`config.mk`:
```
export PLATFORM = sky130hd
export DESIGN_NAME = spi_ep_sched
export DESIGN_NICKNAME = d
export VERILOG_FILES = /design/src/rtl/spi_ep_sched.sv
export SDC_FILE = /design/constraint.sdc
export NUM_CORES = 1
export LEC_CHECK = 0
export CORE_ASPECT_RATIO = 0.75
export CORE_UTILIZATION = 45
export DETAILED_ROUTE_END_ITERATION = 8
export GPL_TIMING_DRIVEN = 0
export HOLD_SLACK_MARGIN = 0.12
export PLACE_DENSITY = 0.71
export SLEW_MARGIN = 0
export SYNTH_ARGS = -nofsm -noshare
export SYNTH_HDL_FRONTEND = slang
export SYNTH_SLANG_ARGS = --single-unit
export TNS_END_PERCENT = 1
```
`constraint.sdc`:
```
create_clock -name clk -period 2.1 [get_ports clk]
set_input_delay 0.315 -clock clk [delete_from_list [all_inputs] [get_ports clk]]
set_output_delay 0.315 -clock clk [all_outputs]
set_load 0.01 [all_outputs]
```
`src/rtl/spi_ep_sched.sv`:
```
// Byte-level SPI transfer sequencer: header decode, burst register reads/writes, one-byte read prefetch.
// Optional bus-timeout abort is enabled by defining SPI_EP_SCHED_TIMEOUT_EN.
module spi_ep_sched #(
    parameter int NUM_ENDPOINTS = 3,
    parameter int BUS_TIMEOUT   = 15
) (
    input  logic                       clk,
    input  logic                       reset,
    input  logic [NUM_ENDPOINTS-1:0]   epsel,
    input  logic                       spi_ctrl_si,
    input  logic                       spi_ctrl_so,
    input  logic                       spi_ctrl_hd,
    input  logic [7:0]                 spi_ctrl_di,
    output logic [7:0]                 spi_ctrl_do,
    output logic [NUM_ENDPOINTS-1:0]   ep_valid,
    output logic                       ep_write,
    output logic [6:0]                 ep_addr,
    output logic [7:0]                 ep_wdata,
    input  logic [NUM_ENDPOINTS-1:0]   ep_ready,
    input  logic [8*NUM_ENDPOINTS-1:0] ep_rdata,
    output logic                       err_overrun,
    output logic                       err_underrun,
    output logic                       err_timeout
);
    typedef enum logic [2:0] {IDLE, HDR, WRITE, READ, DROP} state_t;

    state_t     state;
    logic [2:0] ep_idx, bus_idx, sel_idx;
    logic [6:0] addr, issue_addr;
    logic [7:0] pf_data, bus_rdata, done_data;
    logic       pf_valid, bus_read, bus_discard;
    logic       start, header, data;
    logic       bus_busy, bus_rdy, bus_abort, bus_done;
    logic       issue_en, issue_write;

    if (NUM_ENDPOINTS < 1 || NUM_ENDPOINTS > 8 || BUS_TIMEOUT < 1) begin : g_param_check
        $error("spi_ep_sched: parameter out of range");
    end

    function automatic logic [NUM_ENDPOINTS-1:0] onehot(input logic [2:0] idx);
        logic [NUM_ENDPOINTS-1:0] v;
        v = '0;
        for (int i = 0; i < NUM_ENDPOINTS; i++) v[i] = (idx == 3'(i));
        return v;
    endfunction

    assign start    = spi_ctrl_so & spi_ctrl_hd & ~spi_ctrl_si;
    assign header   = spi_ctrl_si & spi_ctrl_hd;
    assign data     = spi_ctrl_si & ~spi_ctrl_hd;
    assign bus_busy = |ep_valid;
    assign bus_done = bus_busy & (bus_rdy | bus_abort);
    assign done_data = bus_rdy ? bus_rdata : 8'hEE;

    always_comb begin
        sel_idx = 3'd0;
        for (int i = 0; i < NUM_ENDPOINTS; i++)
            if (epsel[i]) sel_idx = 3'(i);
    end

    // Only the lane of the endpoint owning the current op is observed.
    always_comb begin
        bus_rdy   = 1'b0;
        bus_rdata = 8'h00;
        for (int i = 0; i < NUM_ENDPOINTS; i++) begin
            if (bus_idx == 3'(i)) begin
                bus_rdy   = ep_ready[i];
                bus_rdata = ep_rdata[8*i +: 8];
            end
        end
    end

    always_comb begin
        issue_en    = 1'b0;
        issue_write = 1'b0;
        issue_addr  = addr;
        if (!start && !bus_busy) begin
            case (state)
                HDR:     if (header && !spi_ctrl_di[7]) begin
                             issue_en   = 1'b1;
                             issue_addr = spi_ctrl_di[6:0];
                         end
                WRITE:   if (data) begin
                             issue_en    = 1'b1;
                             issue_write = 1'b1;
                         end
                READ:    issue_en = ~pf_valid;
                default: ;
            endcase
        end
    end

`ifdef SPI_EP_SCHED_TIMEOUT_EN
    localparam int TO_W = $clog2(BUS_TIMEOUT + 1);
    logic [TO_W-1:0] to_cnt;

    assign bus_abort = bus_busy & ~bus_rdy & (to_cnt == TO_W'(BUS_TIMEOUT - 1));

    always_ff @(posedge clk or posedge reset) begin
        if (reset) begin
            to_cnt      <= '0;
            err_timeout <= 1'b0;
        end else begin
            to_cnt <= (bus_busy && !bus_done) ? to_cnt + 1'b1 : '0;
            if (bus_abort)  err_timeout <= 1'b1;
            else if (start) err_timeout <= 1'b0;
        end
    end
`else
    assign bus_abort   = 1'b0;
    assign err_timeout = 1'b0;
`endif

    always_ff @(posedge clk or posedge reset) begin
        if (reset) begin
            state        <= IDLE;
            ep_idx       <= '0;
            bus_idx      <= '0;
            addr         <= '0;
            pf_data      <= '0;
            pf_valid     <= 1'b0;
            bus_read     <= 1'b0;
            bus_discard  <= 1'b0;
            spi_ctrl_do  <= '0;
            ep_valid     <= '0;
            ep_write     <= 1'b0;
            ep_addr      <= '0;
            ep_wdata     <= '0;
            err_overrun  <= 1'b0;
            err_underrun <= 1'b0;
        end else begin
            if (start) begin
                ep_idx       <= sel_idx;
                state        <= (epsel == '0) ? DROP : HDR;
                spi_ctrl_do  <= {err_timeout, err_underrun, err_overrun, 2'b00, sel_idx};
                err_overrun  <= 1'b0;
                err_underrun <= 1'b0;
                pf_valid     <= 1'b0;
                if (bus_busy) bus_discard <= 1'b1;
            end else begin
                case (state)
                    HDR: if (header) begin
                        addr <= spi_ctrl_di[6:0];
                        if (spi_ctrl_di[7]) begin
                            state       <= WRITE;
                            spi_ctrl_do <= 8'h00;
                        end else begin
                            state       <= READ;
                            spi_ctrl_do <= 8'hFF;
                        end
                    end
                    WRITE: if (data) begin
                        if (!bus_busy) begin
                            addr        <= addr + 7'd1;
                            spi_ctrl_do <= spi_ctrl_di;
                        end else begin
                            err_overrun <= 1'b1;
                        end
                    end
                    READ: if (spi_ctrl_so) begin
                        spi_ctrl_do <= pf_valid ? pf_data : 8'hFF;
                        pf_valid    <= 1'b0;
                        if (!pf_valid) err_underrun <= 1'b1;
                    end
                    DROP:    spi_ctrl_do <= 8'hFF;
                    default: ;
                endcase
            end

            if (issue_en) begin
                ep_valid    <= onehot(ep_idx);
                ep_write    <= issue_write;
                ep_addr     <= issue_addr;
                bus_idx     <= ep_idx;
                bus_read    <= ~issue_write;
                bus_discard <= 1'b0;
                if (issue_write) ep_wdata <= spi_ctrl_di;
            end

            // Completion after the so handling so a fill in the same cycle as an empty-so wins.
            if (bus_done) begin
                ep_valid <= '0;
                if (bus_read && !bus_discard && !start) begin
                    pf_data  <= done_data;
                    pf_valid <= 1'b1;
                    addr     <= addr + 7'd1;
                end
            end
        end
    end
endmodule
```
# [Word level (Yosys, flattened, before mapping)]
# Cells that the tools add are included.
[word_totals] ff_bits=56 latchBits=0 mem_bits_rw=0 mem_bits_ro=0 input_bits=43 output_inout_bits=30 wordCells=123 memories=0
[classes] add_sub_neg=1 multipliers=0 div_mod_pow=0 n_lt_le_gt_ge=0 eq_ne=13 shift=0 muxes=55 bitwise_logic=9 n_reduce_logical=30
[op_table] operator="$mux 8" count=11
[op_table] operator="$mux 7" count=9
[op_table] operator="$pmux 8 s4" count=1
[op_table] operator="$mux 1" count=25
[op_table] operator="$reduce_bool 2->1" count=10
[op_table] operator="$mux 3" count=6
[op_table] operator="$pmux 7 s2" count=1
[op_table] operator="$eq 3x2->1 const B" count=4
[op_table] operator="$ne 3x3->1 const B" count=4
[op_table] operator="$eq 3x1->1 const B" count=3
[op_table] operator="$logic_not 3->1" count=3
[op_table] operator="$reduce_and 2->1" count=4
[op_table] operator="$add 7x1->7 const B" count=1
[op_table] operator="$reduce_and 3->1" count=2
[op_table] operator="$and 1x1->1" count=5
[op_table] operator="$reduce_and 5->1" count=1
[op_table] operator="$reduce_bool 5->1" count=1
[op_table] operator="$logic_and 1x1->1" count=4
[op_table] operator="$logic_not 1->1" count=4
[op_table] operator="$not 1->1" count=4
[op_table] operator="$eq 3x3->1 const B" count=1
[op_table] operator="$pmux 1 s3" count=1
[op_table] operator="$reduce_or 3->1" count=1
[op_table] operator="$mux 2" count=1
[op_table] operator="$ne 2x1->1 const B" count=1

# [Longest topological paths before layout]
[logic_depth] ltp_word=7 ltp_mapped=7 mapped_depth_nobuf=5

# [Least setup slack after synthesis]
# No wires, ideal clock.
[synth_path] path_kind="register -> register" startpoint="reg ep_valid[2]" endpoint="reg addr[1]" setup_ns=0.126 t_arrival_ns=1.713 t_required_ns=1.974 path_slack_ns=0.260 path_stages_with_launch=6 n_path_buf=0 period_less_slack_ns=1.840 path_cell_list="dfrtp_1 -> or3_1 -> o21ai_2 -> nand4bb_2 -> and3_1 -> a311o_1"
[synth_via] elab_chain_len=7 elab_cells_between_ends=8 cone_classes="mux (6); bitwise (1); reduce/logical (1)"
[synth_rtl] item="start: declaration" line_no="15" rtl="output logic [NUM_ENDPOINTS-1:0] ep_valid,"
[synth_rtl] item="start signal: assignment" line_no="170" rtl="ep_valid <= onehot(ep_idx);"
[synth_rtl] item="$reduce_or 3->1 *" line_no="50" rtl="assign bus_busy = |ep_valid;"
[synth_rtl] item="$mux 7" line_no="152" rtl="if (!bus_busy) begin"
[synth_rtl] item="$mux 7" line_no="151" rtl="WRITE: if (data) begin"
[synth_rtl] item="$pmux 7 s2" line_no="140" rtl="case (state)"
[synth_rtl] item="$mux 7" line_no="131" rtl="if (start) begin"
[synth_rtl] item="$mux 7" line_no="182" rtl="if (bus_read && !bus_discard && !start) begin"
[synth_rtl] item="$mux 7 *" line_no="180" rtl="if (bus_done) begin"
[synth_rtl] item="end signal: assignment" line_no="142" rtl="addr <= spi_ctrl_di[6:0];"
[synth_rtl] item="end signal: assignment" line_no="153" rtl="addr <= addr + 7'd1;"
[synth_rtl] item="end signal: assignment" line_no="185" rtl="addr <= addr + 7'd1;"
[synth_rtl] item="end: declaration" line_no="29" rtl="logic [6:0] addr, issue_addr;"
# Every way passes the cells marked *; elsewhere a longest branch is shown, timed or not.
# A chain may end at the register's enable or synchronous reset.

# [Worst setup path in the final report]
[layout_path] startpoint="in spi_ctrl_so" endpoint="reg addr[0]"
[layout_via] elab_chain_len=6 elab_cells_between_ends=7 cone_classes="mux (3); bitwise (2); reduce/logical (2)"
[layout_rtl] item="start: declaration" line_no="11" rtl="input logic spi_ctrl_so,"
[layout_rtl] item="$and 1x1->1 * (2 in series)" line_no="47" rtl="assign start = spi_ctrl_so & spi_ctrl_hd & ~spi_ctrl_si;"
[layout_rtl] item="$logic_not 1->1" line_no="182"
[layout_rtl] item="$logic_and 1x1->1" line_no="182"
[layout_rtl] item="$mux 7" line_no="182"
[layout_rtl] item="$mux 7 *" line_no="180"
# Marks and branches as above.

==> run_summary.xml <==
<?xml version="1.0" encoding="UTF-8"?>
<metrics>
  <group name="setup_path">
    <metric name="worst_ep_arrival_time" unit="ns">2.26</metric>
    <metric name="critical-path-max-stage-delay" unit="ns">0.54</metric>
    <metric name="critical_path.reg2reg.endpoint" unit="">addr[1]</metric>
    <metric name="r2r_setup_slack" unit="ns">0.10</metric>
    <metric name="cp-end-kind" unit="">register</metric>
    <metric name="path_cells" unit="">clkdlybuf4s50_1 -&gt; nand3b_1 -&gt; nand4_1 -&gt; clkbuf_1 -&gt; o21ai_0 -&gt; a22oi_1</metric>
    <metric name="worstRegToRegCells" unit="">5</metric>
    <metric name="cp.required" unit="ns">2.33</metric>
    <metric name="cp_slowest_cell" unit="">sky130_fd_sc_hd__clkdlybuf4s50_1</metric>
    <metric name="worst-path-buf-inv" unit="">2</metric>
    <metric name="worstSetupPathType" unit="">primary input to register</metric>
    <metric name="worst-path-stages" unit="">6</metric>
    <metric name="worst_path_dominant_cell_family" unit="">buffers and inverters</metric>
    <metric name="crit_end" unit="">addr[0]</metric>
    <metric name="crit_path_start" unit="">spi_ctrl_so</metric>
    <metric name="critical_path.reg2reg.startpoint" unit="">ep_valid[2]</metric>
    <metric name="crit_path_max_fanout" unit="">10</metric>
    <metric name="critPathLaunchType" unit="">primary input</metric>
  </group>
  <group name="placed_design">
    <metric name="io_buffer_count" unit="">70</metric>
    <metric name="hpwl" unit="µm">5730</metric>
    <metric name="globalplace.congestion" unit="">0.832</metric>
  </group>
  <group name="cts">
    <metric name="tritoncts.num_buffers" unit="">5</metric>
    <metric name="hold_buffers" unit="">0</metric>
    <metric name="cts_max_level" unit="">2</metric>
    <metric name="clock_sinks" unit="">54</metric>
    <metric name="clk_transition_reported_paths" unit="ns">0.10</metric>
    <metric name="clk_root_buffer_cell" unit="">sky130_fd_sc_hd__clkbuf_8</metric>
    <metric name="cts-resized-gates" unit="">4</metric>
    <metric name="cts_tree" unit="">yes</metric>
    <metric name="clock_tree.buffer_depth" unit="">2</metric>
    <metric name="worst_skew_pair.late_latency" unit="ns">0.31</metric>
    <metric name="post-cts-setup-buffer-count" unit="">0</metric>
  </group>
  <group name="floorplanning">
    <metric name="die_w" unit="µm">94.9</metric>
    <metric name="die_height" unit="µm">71.7</metric>
    <metric name="die_outline_area" unit="µm²">6800</metric>
    <metric name="io_pins" unit="">73</metric>
    <metric name="initial_core_util" unit="">0.482</metric>
    <metric name="core-area" unit="µm²">6040</metric>
    <metric name="std_cell_rows" unit="">24</metric>
  </group>
  <group name="synth">
    <metric name="synth_seq_cells" unit="">54</metric>
    <metric name="ys_types" unit="">55</metric>
    <metric name="yosys.area_share.adder" unit="">0.00430</metric>
    <metric name="ys_seq_area_frac" unit="">0.464</metric>
    <metric name="synth-xor-area-share" unit="">0.0150</metric>
    <metric name="ys.warnings.count" unit="">0</metric>
    <metric name="combinational_family_with_the_most_area_after_synthesis" unit="">compound AO/OA/AOI/OAI gates</metric>
    <metric name="async_flop_share" unit="">1.00</metric>
    <metric name="synthSimpleGateAreaFrac" unit="">0.184</metric>
    <metric name="number_of_enable_type_register_cells_in_the_synthesized_netlist" unit="">0</metric>
    <metric name="yosys_most_used_dff" unit="">sky130_fd_sc_hd__dfrtp_1</metric>
    <metric name="net_count_after_synthesis" unit="">342</metric>
    <metric name="syn-cell-area" unit="µm²">2910</metric>
    <metric name="synthesis.instances" unit="">298</metric>
    <metric name="compound_gate_portion_of_the_synthesized_area" unit="">0.190</metric>
    <metric name="synthesis.area_per_instance" unit="µm²">9.77</metric>
    <metric name="synthMuxAreaShare" unit="">0.101</metric>
  </group>
  <group name="routing">
    <metric name="drtIter0Drc" unit="">177</metric>
    <metric name="detail_route.vias_per_cell" unit="">5.53</metric>
    <metric name="firstDrtPassIters" unit="">4</metric>
    <metric name="detail-route-antenna-nets" unit="">0</metric>
    <metric name="route.vias.total" unit="">2516</metric>
    <metric name="post_drt_wl_per_cell" unit="µm">16.3</metric>
    <metric name="drt_drc_violations_left" unit="">0</metric>
    <metric name="postRouteWirelength" unit="µm">7440</metric>
  </group>
  <group name="final_layout">
    <metric name="diodes" unit="">0</metric>
    <metric name="area_growth" unit="%">32.6</metric>
    <metric name="nNetsFinal" unit="">420</metric>
    <metric name="fillers" unit="">524</metric>
    <metric name="final_core_util" unit="">0.640</metric>
    <metric name="layout-drive-gt1-share" unit="">0.114</metric>
  </group>
  <group name="power_and_ir_drop">
    <metric name="power_switching" unit="µW">1770</metric>
    <metric name="sequentialPowerShare" unit="">0.370</metric>
    <metric name="power.switching_fraction" unit="">0.370</metric>
    <metric name="power_density" unit="nW/µm²">1240</metric>
    <metric name="share_comb_of_total_power" unit="">0.485</metric>
    <metric name="clockPowerShare" unit="">0.145</metric>
    <metric name="power.internal" unit="µW">3010</metric>
    <metric name="vdd.ir_drop.worst" unit="µV">690</metric>
    <metric name="power.static_leakage" unit="µW">0.00169</metric>
  </group>
  <group name="grt">
    <metric name="grt_start_max_net_pins" unit="">41</metric>
    <metric name="antenna_found_initial" unit="">0</metric>
    <metric name="grt_util_all_layers" unit="">0.241</metric>
    <metric name="overflow" unit="">0</metric>
    <metric name="grt_pass1_vias" unit="">2474</metric>
    <metric name="grt_first_pass_wirelength" unit="µm">12500</metric>
  </group>
  <group name="timing">
    <metric name="fmaxAchievable" unit="MHz">494</metric>
    <metric name="final.min_clock_period" unit="ns">2.02</metric>
    <metric name="slew_viol_final" unit="">0</metric>
    <metric name="finalHoldWorstSlack" unit="ns">0.267</metric>
    <metric name="grt_setup_unrepaired" unit="">yes</metric>
    <metric name="setup_viol" unit="">0</metric>
    <metric name="final-hold-violation-count" unit="">0</metric>
    <metric name="worst-slew-pin-transition" unit="ns">0.596</metric>
    <metric name="layout_worst_path_cycle_share" unit="">0.964</metric>
    <metric name="fin_worst_skew" unit="ns">0.00462</metric>
    <metric name="worst_slew_margin_relative_to_its_limit" unit="">0.603</metric>
  </group>
  <group name="status">
    <metric name="outcome" unit="">finished clean</metric>
  </group>
  <group name="hold_path">
    <metric name="hold_class" unit="">primary input to async pin</metric>
  </group>
  <group name="run">
    <metric name="drv.max_cap_violation_count" unit="">0</metric>
  </group>
</metrics>
-- worst reg2reg max path, stage by stage, from the launching register on --
cell                        delay [ns]
sky130_fd_sc_hd__dfrtp_1          0.43
sky130_fd_sc_hd__or3_4            0.45
sky130_fd_sc_hd__o21ai_2          0.24
sky130_fd_sc_hd__nand4bb_2        0.22
sky130_fd_sc_hd__and3_1           0.24
sky130_fd_sc_hd__a311o_1          0.31
-- layer usage --
layer	GRT usage	up-vias	part of all wire
li1	-	1230	-
met1	0.371	1197	0.50
met2	0.352	82	0.44
met3	0.0393	7	0.048
met4	0.0606	0	0.011
met5	0	-	0
-- cell usage in the layout (no fill, tap or decap), drive strengths merged, types with 4 or more instances in the layout --
| cell | netlist | routed |
|---|---|---|
| a21oi | 14 | 14 |
| a22o | 5 | 5 |
| a22oi | 5 | 5 |
| buf | 8 | 9 |
| clkbuf | 11 | 16 |
| clkdlybuf4s50 | 0 | 69 |
| dfrtp | 54 | 54 |
| inv | 6 | 6 |
| mux2 | 12 | 12 |
| mux2i | 16 | 16 |
| nand2 | 34 | 34 |
| nand2b | 4 | 4 |
| nand3 | 11 | 11 |
| nor2 | 18 | 18 |
| nor2b | 7 | 7 |
| nor3 | 7 | 7 |
| o21a | 5 | 5 |
| o21ai | 25 | 25 |
| o221ai | 4 | 4 |
| o22ai | 8 | 8 |
-- state kept, by name (all words and copies together) (netlist names), 2 cells and up --
name	count
ep_wdata	8
pf_data	8
spi_ctrl_do	8
addr	7
ep_addr	7
ep_valid	3
state	3
bus_idx	2
ep_idx	2
-- logic make-up after synthesis --
| kind of cell | count (synthesis) |
|---|---|
| AND/OR/NAND/NOR | 101 |
| XOR/XNOR | 5 |
| flip-flops | 54 |
| other | 1 |
| AO/OA/AOI/OAI | 83 |
| multiplexers | 28 |
| adder cells (fa/ha/maj) | 1 |
| buffers and inverters | 25 |
-- area by class of cell --
type                            count  area (µm²)  area share
Inverter                            6        22.5     0.00583
Tap cell                           78        97.6      0.0253
Clock inverter                      3        40.0      0.0104
Timing Repair Buffer               71         719       0.186
Sequential cell                    54        1350       0.350
Clock buffer                        5        68.8      0.0178
Buffer                             19        95.1      0.0246
Multi-Input combinational cell    219        1470       0.380
-- cells in the mapped netlist (all sizes together), types with 2 or more instances --
cell type | number | share of area
o21a | 5 | 0.013
o22ai | 8 | 0.019
a211oi | 2 | 0.0052
a22oi | 5 | 0.013
o21ai | 25 | 0.044
inv | 6 | 0.0077
a21boi | 3 | 0.0077
nand3b | 2 | 0.0052
or3b | 3 | 0.0099
dfrtp | 54 | 0.46
mux2i | 16 | 0.055
a22o | 5 | 0.015
nand2 | 34 | 0.044
a21o | 3 | 0.0077
buf | 8 | 0.018
nand3 | 11 | 0.021
nor2b | 7 | 0.015
xnor2 | 2 | 0.0060
o221ai | 4 | 0.012
nor3 | 7 | 0.016
a21oi | 14 | 0.024
or3 | 2 | 0.0043
xor2 | 3 | 0.0090
clkbuf | 11 | 0.014
nand2b | 4 | 0.0086
and3 | 3 | 0.0064
nor2 | 18 | 0.023
nor3b | 3 | 0.011
and2 | 3 | 0.0064
mux2 | 12 | 0.046
-- power groups by stage --
stage / Combinational (µW) / Clock (µW) / Sequential [µW]
floorplan: 1270 / 0 / 1840
global placement: 2250 / 0 / 1760
detailed placement: 2290 / 0 / 1780
CTS: 2310 / 706 / 1760
global route: 2560 / 755 / 1830
finish: 2320 / 694 / 1770
-- stage by stage --
| step | total power [µW] | cells | setup TNS [ns] | cell area [µm²] | setup slack [ns] |
|---|---|---|---|---|---|
| 2_1_floorplan | 3110 | 298 | 0 | 2910 | 0.260 |
| 3_3_place_gp | 4010 | 446 | -40.52 | 3710 | -0.562 |
| 3_5_place_dp | 4070 | 447 | -10.93 | 3730 | -0.517 |
| 4_1_cts | 4780 | 455 | 0 | 3850 | 0.0189 |
| 5_1_grt | 5140 | 455 | -0.0706 | 3860 | -0.0602 |
| 6_report | 4780 | 455 | 0 | 3860 | 0.0761 |
-- worst min-delay path by stage --
stage                   start        endpoint  cells past startpoint
2_1_floorplan        epsel[2]       ep_idx[1]                      2
3_3_place_gp       ep_addr[3]      ep_addr[3]                      2
3_5_place_dp   spi_ctrl_do[6]  spi_ctrl_do[6]                      1
4_1_cts                 reset     ep_valid[1]                      2
5_1_grt                 reset     ep_valid[1]                      2
6_report                reset     ep_valid[1]                      2
Note: power is estimated with default switching activity, not from simulation.
